File: config.mk
export PLATFORM = sky130hd
export DESIGN_NAME = gol_sequencer
export DESIGN_NICKNAME = d
export VERILOG_FILES = /design/src/rtl/gol_sequencer.sv
export SDC_FILE = /design/constraint.sdc
export NUM_CORES = 1
export LEC_CHECK = 0
export ABC_AREA = 0
export ABC_CLOCK_PERIOD_IN_PS = 2450
export BUFFER_PORTS_ARGS = -buffer_cell sky130_fd_sc_hd__buf_2
export CORE_AREA = 2 2 125 127
export DETAILED_ROUTE_END_ITERATION = 8
export DIE_AREA = 0 0 127 129
export HOLD_SLACK_MARGIN = 0.12
export PLACE_DENSITY = 0.44
export RECOVER_POWER = 50
export REMOVE_ABC_BUFFERS = 1
export SYNTH_ARGS = -nofsm -noshare
export SYNTH_HDL_FRONTEND = slang
export SYNTH_SLANG_ARGS = --single-unit
File: constraint.sdc
create_clock -name clk -period 2.45 [get_ports clk]
set_input_delay 0.1225 -clock clk [delete_from_list [all_inputs] [get_ports clk]]
set_output_delay 0.1225 -clock clk [all_outputs]
set_load 0.02 [all_outputs]
File: src/rtl/gol_sequencer.sv
// -----------------------------------------------------------------------------
// gol_sequencer
//
// Run-control sequencer for the 8x8 Game of Life board. Debounced user
// commands (load, run/pause, single-step, speed) become a pattern index for
// the pattern loader, a one-cycle board-load strobe, and a req/ack handshake
// to the next-generation engine. A 16-bit generation counter is kept for the
// display.
//
// Parameters:
//   TICK_DIV    - base generation period in clk cycles at speed=0 (>= 2)
//   CNT_W       - tick counter width; must hold TICK_DIV<<3
//
// Ports:
//   clk         - system clock, rising edge
//   rst         - synchronous, active-low reset
//   pattern_sel - pattern chosen on the switches
//   load_btn    - single-cycle pulse, load pattern_sel
//   run_btn     - single-cycle pulse, toggle run/pause
//   step_btn    - single-cycle pulse, one generation while paused
//   speed       - period = TICK_DIV << speed, sampled on entry to RUNNING
//   gen_ack     - engine finished the requested generation
//   board_empty - board has no live cells (valid with gen_ack)
//   pattern_idx - registered index to the pattern loader
//   board_load  - one-cycle strobe, board captures loader output
//   gen_req     - generation request to the engine
//   running     - RUNNING, or STEP entered from RUNNING
//   halted      - auto-stop occurred
//   gen_count   - generations completed since the last load
//
// Optional feature: define GOL_AUTOSTOP_EN to pause automatically when a
// generation produced while running leaves the board empty.
// -----------------------------------------------------------------------------
module gol_sequencer #(
    parameter int unsigned TICK_DIV = 25_000_000,
    parameter int unsigned CNT_W    = 28
) (
    input  logic        clk,
    input  logic        rst,
    input  logic [3:0]  pattern_sel,
    input  logic        load_btn,
    input  logic        run_btn,
    input  logic        step_btn,
    input  logic [1:0]  speed,
    input  logic        gen_ack,
    input  logic        board_empty,
    output logic [3:0]  pattern_idx,
    output logic        board_load,
    output logic        gen_req,
    output logic        running,
    output logic        halted,
    output logic [15:0] gen_count
);

    typedef enum logic [2:0] {
        S_IDLE        = 3'd0,
        S_LOAD_WAIT   = 3'd1,
        S_LOAD_COMMIT = 3'd2,
        S_PAUSED      = 3'd3,
        S_RUNNING     = 3'd4,
        S_STEP        = 3'd5
    } state_t;

    localparam logic [CNT_W-1:0] CNT_ZERO = CNT_W'(0);
    localparam logic [CNT_W-1:0] CNT_ONE  = CNT_W'(1);

    state_t            state_r,       state_n;
    logic [3:0]        pattern_idx_r, pattern_idx_n;
    logic              board_load_r,  board_load_n;
    logic              gen_req_r,     gen_req_n;
    logic              running_r,     running_n;
    logic              halted_r,      halted_n;
    logic [15:0]       gen_count_r,   gen_count_n;
    logic [CNT_W-1:0]  tick_r,        tick_n;
    logic [CNT_W-1:0]  period_m1_r,   period_m1_n;
    logic              ret_run_r,     ret_run_n;
    logic              pend_load_r,   pend_load_n;
    logic              pend_pause_r,  pend_pause_n;

    logic [CNT_W-1:0]  period_m1_s;
    logic              pend_load_s;
    logic              pend_pause_s;
    logic              autostop_s;

    // Terminal tick count for the currently selected speed.
    assign period_m1_s = (CNT_W'(TICK_DIV) << speed) - CNT_ONE;

    // Load outranks run inside STEP, so a simultaneous run press is dropped.
    assign pend_load_s  = pend_load_r | load_btn;
    assign pend_pause_s = pend_pause_r ^ (run_btn & ~load_btn);

`ifdef GOL_AUTOSTOP_EN
    assign autostop_s = board_empty;
`else
    logic unused_board_empty_s;
    assign unused_board_empty_s = board_empty;
    assign autostop_s = 1'b0;
`endif

    // Next-state and next-output logic; every output is produced from here
    // and registered, so no input reaches an output combinationally.
    always_comb begin
        state_n       = state_r;
        pattern_idx_n = pattern_idx_r;
        board_load_n  = 1'b0;
        gen_req_n     = gen_req_r;
        halted_n      = halted_r;
        gen_count_n   = gen_count_r;
        tick_n        = tick_r;
        period_m1_n   = period_m1_r;
        ret_run_n     = ret_run_r;
        pend_load_n   = pend_load_r;
        pend_pause_n  = pend_pause_r;

        case (state_r)
            S_IDLE: begin
                if (load_btn) begin
                    state_n       = S_LOAD_WAIT;
                    pattern_idx_n = pattern_sel;
                end else begin
                    state_n = S_IDLE;
                end
            end

            S_LOAD_WAIT: begin
                // Loader output becomes valid now; strobe the board next cycle.
                state_n      = S_LOAD_COMMIT;
                board_load_n = 1'b1;
                gen_count_n  = 16'd0;
                halted_n     = 1'b0;
            end

            S_LOAD_COMMIT: begin
                state_n = S_PAUSED;
            end

            S_PAUSED: begin
                if (load_btn) begin
                    state_n       = S_LOAD_WAIT;
                    pattern_idx_n = pattern_sel;
                end else if (run_btn) begin
                    state_n     = S_RUNNING;
                    tick_n      = CNT_ZERO;
                    period_m1_n = period_m1_s;
                    halted_n    = 1'b0;
                end else if (step_btn) begin
                    state_n      = S_STEP;
                    gen_req_n    = 1'b1;
                    ret_run_n    = 1'b0;
                    pend_load_n  = 1'b0;
                    pend_pause_n = 1'b0;
                end else begin
                    state_n = S_PAUSED;
                end
            end

            S_RUNNING: begin
                if (load_btn) begin
                    state_n       = S_LOAD_WAIT;
                    pattern_idx_n = pattern_sel;
                end else if (run_btn) begin
                    state_n = S_PAUSED;
                end else if (tick_r == period_m1_r) begin
                    state_n      = S_STEP;
                    gen_req_n    = 1'b1;
                    ret_run_n    = 1'b1;
                    pend_load_n  = 1'b0;
                    pend_pause_n = 1'b0;
                end else begin
                    tick_n = tick_r + CNT_ONE;
                end
            end

            S_STEP: begin
                // Commands only arm flags; the handshake always completes.
                pend_load_n  = pend_load_s;
                pend_pause_n = pend_pause_s;
                if (load_btn) begin
                    pattern_idx_n = pattern_sel;
                end else begin
                    pattern_idx_n = pattern_idx_r;
                end

                if (gen_ack) begin
                    gen_req_n    = 1'b0;
                    gen_count_n  = gen_count_r + 16'd1;
                    pend_load_n  = 1'b0;
                    pend_pause_n = 1'b0;
                    if (pend_load_s) begin
                        state_n = S_LOAD_WAIT;
                    end else if (ret_run_r && !pend_pause_s) begin
                        if (autostop_s) begin
                            state_n  = S_PAUSED;
                            halted_n = 1'b1;
                        end else begin
                            state_n     = S_RUNNING;
                            tick_n      = CNT_ZERO;
                            period_m1_n = period_m1_s;
                        end
                    end else begin
                        state_n = S_PAUSED;
                    end
                end else begin
                    state_n = S_STEP;
                end
            end

            default: begin
                state_n      = S_IDLE;
                gen_req_n    = 1'b0;
                pend_load_n  = 1'b0;
                pend_pause_n = 1'b0;
            end
        endcase

        // A step taken from RUNNING keeps the run indicator lit.
        running_n = (state_n == S_RUNNING) || ((state_n == S_STEP) && ret_run_n);
    end

    // State and output registers with synchronous active-low reset.
    always_ff @(posedge clk) begin
        if (!rst) begin
            state_r       <= S_IDLE;
            pattern_idx_r <= 4'd0;
            board_load_r  <= 1'b0;
            gen_req_r     <= 1'b0;
            running_r     <= 1'b0;
            halted_r      <= 1'b0;
            gen_count_r   <= 16'd0;
            tick_r        <= CNT_ZERO;
            period_m1_r   <= CNT_ZERO;
            ret_run_r     <= 1'b0;
            pend_load_r   <= 1'b0;
            pend_pause_r  <= 1'b0;
        end else begin
            state_r       <= state_n;
            pattern_idx_r <= pattern_idx_n;
            board_load_r  <= board_load_n;
            gen_req_r     <= gen_req_n;
            running_r     <= running_n;
            halted_r      <= halted_n;
            gen_count_r   <= gen_count_n;
            tick_r        <= tick_n;
            period_m1_r   <= period_m1_n;
            ret_run_r     <= ret_run_n;
            pend_load_r   <= pend_load_n;
            pend_pause_r  <= pend_pause_n;
        end
    end

    assign pattern_idx = pattern_idx_r;
    assign board_load  = board_load_r;
    assign gen_req     = gen_req_r;
    assign running     = running_r;
    assign halted      = halted_r;
    assign gen_count   = gen_count_r;

endmodule

# [Yosys cells after proc, flatten, opt, wreduce, memory -nomap -nowiden]
# Index checks and enable logic that the tools add are counted.
# Widths: inputs -> output; s select.
[op_classes] bitwise_logic=5 shifts=1 n_addsub=3 n_reduce_logical=18 eq_ne=19 muxes=57
[op_table] operator="$mux 28" n=13
[op_table] operator="$pmux 28 s3" n=1
[op_table] operator="$pmux 28 s2" n=1
[op_table] operator="$pmux 16 s2" n=1
[op_table] operator="$add 28x1->28 const B" n=1
[op_table] operator="$eq 28x28->1" n=1
[op_table] operator="$shl 25x2->28 const A" n=1
[op_table] operator="$sub 28x1->28 const B" n=1
[op_table] operator="$mux 3" n=9
[op_table] operator="$mux 1" n=25
[op_table] operator="$ne 2x2->1 const B" n=11
[op_table] operator="$pmux 3 s6" n=1
[op_table] operator="$add 16x1->16 const B" n=1
[op_table] operator="$mux 16" n=1
[op_table] operator="$eq 3x3->1 const B" n=4
[op_table] operator="$pmux 1 s4" n=3
[op_table] operator="$reduce_and 9->1" n=1
[op_table] operator="$reduce_and 8->1" n=1
[op_table] operator="$reduce_and 7->1" n=1
[op_table] operator="$eq 3x2->1 const B" n=2
[op_table] operator="$reduce_and 6->1" n=1
[op_table] operator="$reduce_bool 2->1" n=3
[op_table] operator="$pmux 1 s2" n=2
[op_table] operator="$reduce_and 2->1" n=2
[op_table] operator="13 further kinds" n=15
[word_totals] reg_bits=86 output_inout_bits=24

# [Longest topological paths before layout]
# Gate-level depths: netlist of the first run.
[depth] ltp_word=12 mapped_depth=8 ltp_nobuf=7

# [Worst setup path after synthesis of the first run]
# No wires, ideal clock.
[synth_path] path_type="register -> register" startpoint="register tick_r[16]" endpoint="register tick_r[7]" required_ps=2318 arrival_time_ps=1638 period_less_slack_ps=1770 path_stages_with_launch=9 setup_slack_ps=680 path_cell_list="dfxtp_1 > buf_6 > xor2_1 > nor4_1 > nand4_2 > o21ai_4 > buf_2 > or3_1 > a21oi_1"
[synth_between] elab_chain_len=3
[synth_lines] item="start, declared" line="74" source="logic [CNT_W-1:0] tick_r, tick_n;"
[synth_lines] item="start signal, assigned" line="243" source="tick_r <= tick_n;"
[synth_lines] item="$eq 28x28->1" line="163" source="end else if (tick_r == period_m1_r) begin"
[synth_lines] item="$ne 2x2->1 (no line)"
[synth_lines] item="$reduce_and 9->1 (no line)"
# No other way between the ends.
# A chain may end at the register's enable or synchronous reset.

# [Worst setup path after layout of the first run]
[layout_path] startpoint="register state_r[1]" endpoint="register tick_r[19]"
[layout_between] elab_chain_len=3
[layout_lines] item="start, declared" line="67" source="state_t state_r, state_n;"
[layout_lines] item="start signal, assigned" line="236" source="state_r <= state_n;"
[layout_lines] item="$eq 3x3->1 / $eq 3x2->1 (equally long branches)" line="115" source="case (state_r)"
[layout_lines] item="$ne 2x2->1 (no line) / $reduce_bool 3->1 (equally long branches)"
[layout_lines] item="$reduce_and 9->1 (no line)"
# Parallel ways exist; a longest one is shown, timed or not.

==> results.sh, run 1 <==
export IMPL_drive_gt1_share_pct=9.63
export IMPL_startpoint_type="flip-flop"
export IMPL_rsz0062_at_grt="no"
export IMPL_coreArea_sq_um=15000
export IMPL_grt_max_degree=31
export IMPL_netlist_instances=446
export IMPL_synth_compound_area_share_pct=17.5
export IMPL_topRoutingLayerUsed="met4"
export IMPL_period_share_pct=87.7
export IMPL_hold_class="input pin to flip-flop"
export IMPL_die_x_um=127
export IMPL_detail_route_antenna_nets=0
export IMPL_antenna_found_initial=0
export IMPL_whs_ns=0.154
export IMPL_ir_drop_mv=0.257
export IMPL_synth_xor_area_share_pct=7.99
export IMPL_ys_warn_count=0
export IMPL_synth_avg_cell_area_sq_um=8.33
export IMPL_status="completed"
export IMPL_start_util_pct=24.8
export IMPL_drt_iter0_markers=107
export IMPL_met2WireLength_um=4200
export IMPL_ios=37
export IMPL_critPathArrivalTime_ns=2.42
export IMPL_setup_viol=0
export IMPL_worst_pin_slew_ns=0.763
export IMPL_power_density_nw_per_um2=617
export IMPL_relSlewSlack_pct=48.6
export IMPL_wl_met3_um=232
export IMPL_dr_pass1_iters=4
export IMPL_antenna_cells=0
export IMPL_min_period_ns=2.15
export IMPL_fp_dieH_um=129
export IMPL_wl_met1_um=4370
export IMPL_synth_seq_cells=73
export IMPL_wl_um=9000
export IMPL_synth_mux_area_share_pct=1.89
export IMPL_final_area_sq_um=4410
export IMPL_tns_ns=0
export IMPL_cp_data_required_time_ns=2.72
export IMPL_fin_nets=500
export IMPL_cts_buffers=9
export IMPL_cts_sinks=73
export IMPL_cts_setup_buffers=0
export IMPL_hpwlAfterDp_um=6560
export IMPL_synth_edf_count=0
export IMPL_cts_root_buffer="clkbuf_16"
export IMPL_power_uw=2720
export IMPL_rows=45
export IMPL_final_cell_mix="73 x dfxtp_1, 40 x nand2_1, 36 x a21oi_1"
export IMPL_maxCapViolations=0
export IMPL_synthAdderAreaFrac_pct=1.01
export IMPL_vias_per_cell=4.85
export IMPL_track_usage_pct=11.6
export IMPL_grt_pass1_vias=3081
export IMPL_yosys_area_share_simple_pct=28.2
export IMPL_die_area_sq_um=16400
export IMPL_yosysUniqueCellTypes=55
export IMPL_ys_flop_type="dfxtp_1"
export IMPL_yosysSeqAreaShare_pct=39.4
export IMPL_insertion_delay_ns=0.33
export IMPL_syn_to_final_growth_pct=18.8
export IMPL_critical_path_endpoint_type="flip-flop"
export IMPL_htreeDepth=3
export IMPL_finClkSkew_ns=0.00623
export IMPL_layout_commonest_cell="dfxtp_1"
export IMPL_p_leak_uw=0.00171
export IMPL_cts_tree="yes"
export IMPL_clockBufferDepth=2
export IMPL_wl_per_cell_um=13.3
export IMPL_clk_pin_slew_ns=0.06
export IMPL_via_count=3279
export IMPL_synthArstFlopShare_pct=0
export IMPL_drcViolationCount=0
export IMPL_postCtsResizedCells=0
export IMPL_synth_top_family_by_area="simple AND/OR/NAND/NOR gates"
export IMPL_worstSetupPathType="flip-flop to flip-flop"
export IMPL_fmax_mhz=465
export IMPL_path_max_fanout=30
export IMPL_slew_violations=0
export IMPL_grt_ovfl_total=0
export IMPL_globalplace_congestion=0.820
export IMPL_dpl_cell_area_sq_um=4100
export IMPL_port_buffers=34
export IMPL_grt_pass1_wl_um=15300
export IMPL_finalHoldViolCount=0
export IMPL_syn_area_sq_um=3710
metal layers:
metal  track usage [%]  up-vias
met5                 0        -
met4              5.95        0
met3              1.58       11
met2              19.0       56
met1              15.0     1560
li1                  -     1652
cells in the mapped netlist (5+ instances only):
library cell	n	area, sq um
dfxtp_1	73	1460
nand2_1	40	150
a21oi_1	36	180
nor2_1	34	128
o21ai_0	33	165
xor2_1	28	245
or3_1	24	150
nand3_1	23	115
and3_1	12	75.1
clkbuf_1	11	41.3
nor2b_1	11	68.8
nand4_1	9	56.3
inv_1	8	30.0
and2_1	7	43.8
mux2i_1	7	70.1
a21boi_0	6	45.0
buf_2	6	30.0
nor3_1	6	30.0
o21ai_1	6	30.0
and4_1	5	43.8
nand2b_1	5	31.3
flip-flops by register name, indices dropped and copies added, names as in the netlist:
register      cells
pattern_idx       4
ret_run_r         1
running           1
pend_pause_r      1
state_r           3
tick_r           28
pend_load_r       1
period_m1_r      16
board_load        1
gen_req           1
gen_count        16
per-stage QoR:
stage          cells  worst slack, ns  utilization, %
2_1_floorplan    423            0.437               -
3_3_place_gp     656            0.343            27.4
3_5_place_dp     656            0.329            27.4
4_1_cts          676            0.308            29.7
5_1_grt          676            0.139            29.4
6_report         676            0.301            29.4
path summary, 6_finish.rpt:
check / slack (ns) / end / startpoint / cells past startpoint
setup reg to reg: 0.30 / tick_r[19] / state_r[1] / 7
hold / removal: 0.15 / period_m1_r[27] / speed[1] / 3
setup / recovery: 0.30 / tick_r[19] / state_r[1] / 7
hold reg to reg: 0.47 / gen_req / gen_req / 2
cell families (layout without fill, tap and decap cells):
| kind of cell | Yosys count | count (layout) |
|---|---|---|
| adder cells (fa/ha/maj) | 3 | 3 |
| AO/OA/AOI/OAI | 103 | 103 |
| other | 1 | 1 |
| multiplexers | 7 | 7 |
| buffers and inverters | 31 | 73 |
| flip-flops | 73 | 73 |
| AND/OR/NAND/NOR | 195 | 195 |
| XOR/XNOR | 33 | 33 |
critical path, cell delays in order (launching register included):
cell and delay [ns]:
dfxtp_1 0.39, nor2_2 0.24, nand2_2 0.13, o311ai_4 0.41, o21ai_4 0.12, buf_12 0.18, or4_1 0.46, a21oi_1 0.14
cell type report:
class | count | area, sq um
Timing Repair Buffer | 50 | 283
Sequential cell | 73 | 1460
Inverter | 8 | 30.0
Clock buffer | 12 | 256
Fill cell | 1634 | 10600
Clock inverter | 3 | 40.0
Tap cell | 188 | 235
Multi-Input combinational cell | 342 | 2100
power breakdown:
group,leakage [uW],switching (uW),internal (uW),total [uW]
Combinational,0.000971,116,70.5,186
Clock,0.000148,483,835,1320
Sequential,0.000589,15.3,1200,1220
Total,0.00171,614,2110,2720
timing repair:
action                                  4_1_cts  5_1_grt
endpoints found under the setup margin        0        0
endpoints found under the hold margin         6        0
hold buffers                                  5        0
Power figures use the tool's default switching activity.
==> run 2: changes to the inputs <==
CORE_AREA = 2 2 115 117   (was 2 2 125 127)
DIE_AREA = 0 0 117 119   (was 0 0 127 129)
PLACE_DENSITY = 0.49   (was 0.44)
TNS_END_PERCENT = 100   (was not set)
==> run 2 against run 1 <==
First-iteration DRC count is 21% higher. Sequential power barely moved. Fmax decreased by 1.9%. Combinational power about the same. Critical endpoint is now tick_r[3].
==> results.sh, run 2 (same netlist as run 1, synthesis figures left out) <==
export IMPL_p_leak_uw=0.00173
export IMPL_swShare_pct=22.5
export IMPL_power_density_nw_per_um2=637
export IMPL_drcViolationCount=0
export IMPL_p_clk_share_pct=50.4
export IMPL_wl_met1_um=4430
export IMPL_met2WireLength_um=3980
export IMPL_cts_buffers=9
export IMPL_startpoint_type="flip-flop"
export IMPL_rows=42
export IMPL_period_share_pct=89.4
export IMPL_combPwrFrac_pct=6.5
export IMPL_cts_root_buffer="clkbuf_16"
export IMPL_relSlewSlack_pct=46.6
export IMPL_power_uw=2830
export IMPL_cts_sinks=73
export IMPL_antenna_found_initial=0
export IMPL_whs_ns=0.150
export IMPL_r2r_start="state_r[1]"
export IMPL_rsz0062_at_grt="no"
export IMPL_final_cell_mix="73 x dfxtp_1, 40 x nand2_1, 36 x a21oi_1"
export IMPL_die_x_um=117
export IMPL_syn_to_final_growth_pct=19.4
export IMPL_detail_route_antenna_nets=0
export IMPL_htreeDepth=3
export IMPL_cts_tree="yes"
export IMPL_finClkSkew_ns=0.00686
export IMPL_grt_pass1_vias=2989
export IMPL_port_buffers=34
export IMPL_worstSetupPathType="flip-flop to flip-flop"
export IMPL_fp_dieH_um=119
export IMPL_slew_violations=0
export IMPL_insertion_delay_ns=0.33
export IMPL_finalHoldViolCount=0
export IMPL_seqPwrFrac_pct=43.1
export IMPL_vias_per_cell=4.81
export IMPL_min_period_ns=2.19
export IMPL_dr_pass1_iters=4
export IMPL_fin_nets=504
export IMPL_seqCellArea_sq_um=1460
export IMPL_ir_drop_mv=0.333
export IMPL_cts_setup_buffers=0
export IMPL_drt_iter0_markers=129
export IMPL_startpoint="state_r[1]"
export IMPL_grt_max_degree=26
export IMPL_postCtsResizedCells=0
export IMPL_wl_per_cell_um=13.2
export IMPL_topRoutingLayerUsed="met4"
export IMPL_worst_pin_slew_ns=0.793
export IMPL_p_switching_uw=637
export IMPL_tns_ns=0
export IMPL_wl_met3_um=292
export IMPL_hpwlAfterDp_um=6420
export IMPL_largest_register_ff_count=28
export IMPL_cp_data_required_time_ns=2.71
export IMPL_die_area_sq_um=13900
export IMPL_grt_pass1_wl_um=14700
export IMPL_maxCapViolations=0
export IMPL_wl_um=8850
export IMPL_track_usage_pct=13.3
export IMPL_critPathArrivalTime_ns=2.45
export IMPL_internal_power_uw=2190
export IMPL_via_count=3216
export IMPL_drive_gt1_share_pct=10.5
export IMPL_grt_ovfl_total=0
export IMPL_status="completed"
export IMPL_max_flop_register="tick_r"
export IMPL_clockBufferDepth=2
export IMPL_fmax_mhz=457
export IMPL_critical_path_endpoint_type="flip-flop"
export IMPL_globalplace_congestion=0.828
export IMPL_num_fill_cells=1356
export IMPL_cts_hold_buf=5
export IMPL_coreArea_sq_um=12900
export IMPL_min_delay_start="speed[1]"
export IMPL_start_util_pct=28.8
export IMPL_antenna_cells=0
export IMPL_ios=37
export IMPL_hold_class="input pin to flip-flop"
export IMPL_clk_pin_slew_ns=0.06
export IMPL_multi_input_area_sq_um=2110
export IMPL_setup_viol=0
export IMPL_path_max_fanout=14
export IMPL_layout_commonest_cell="dfxtp_1"
## run 2: path summary, 6_finish.rpt
path | to | slack, ns | depth (start not counted)
setup / recovery | tick_r[3] | 0.26 | 7
hold / removal | period_m1_r[27] | 0.15 | 3
setup reg to reg | tick_r[3] | 0.26 | 7
hold reg to reg | gen_req | 0.47 | 2
## run 2: cell type report
cell class,count,area share [%]
clock buffer,11,5.47
sequential,73,32.9
multi-input combinational,342,47.5
inverter,8,0.677
tap,176,4.96
timing repair buffer,54,6.69
clock inverter,5,1.78
## run 2: worst max-delay path, stage by stage, from the launching register on
cell and delay (ns):
dfxtp_1 0.44, nor2_2 0.25, nand2_2 0.13, o311ai_4 0.40
o21ai_4 0.20, buf_4 0.21, or3_1 0.35, a21oi_1 0.14
## run 2: metal layers
metal  global-route usage, %  vias to the layer above
met2                    20.7                       57
met4                    4.85                        0
li1                        -                     1659
met1                    17.9                     1490
met3                    3.21                       10
met5                       0                        -
## run 2: power by group through the flow
stage | clock network (uW) | logic (uW) | registers, uW
2_1_floorplan | 0 | 98.2 | 1250
3_3_place_gp | 0 | 180 | 1240
3_5_place_dp | 0 | 183 | 1240
4_1_cts | 1450 | 190 | 1220
5_1_grt | 1490 | 207 | 1220
6_report | 1420 | 184 | 1220
## run 2: metrics by stage
step	instances	instance area, sq um	setup slack, ns	util, %
after floorplan	423	3600	0.437	-
after global placement	648	4100	0.290	31.8
after detailed placement	648	4100	0.288	31.8
after CTS	669	4470	0.260	34.7
after global routing	669	4440	0.0674	34.5
final	669	4440	0.260	34.5
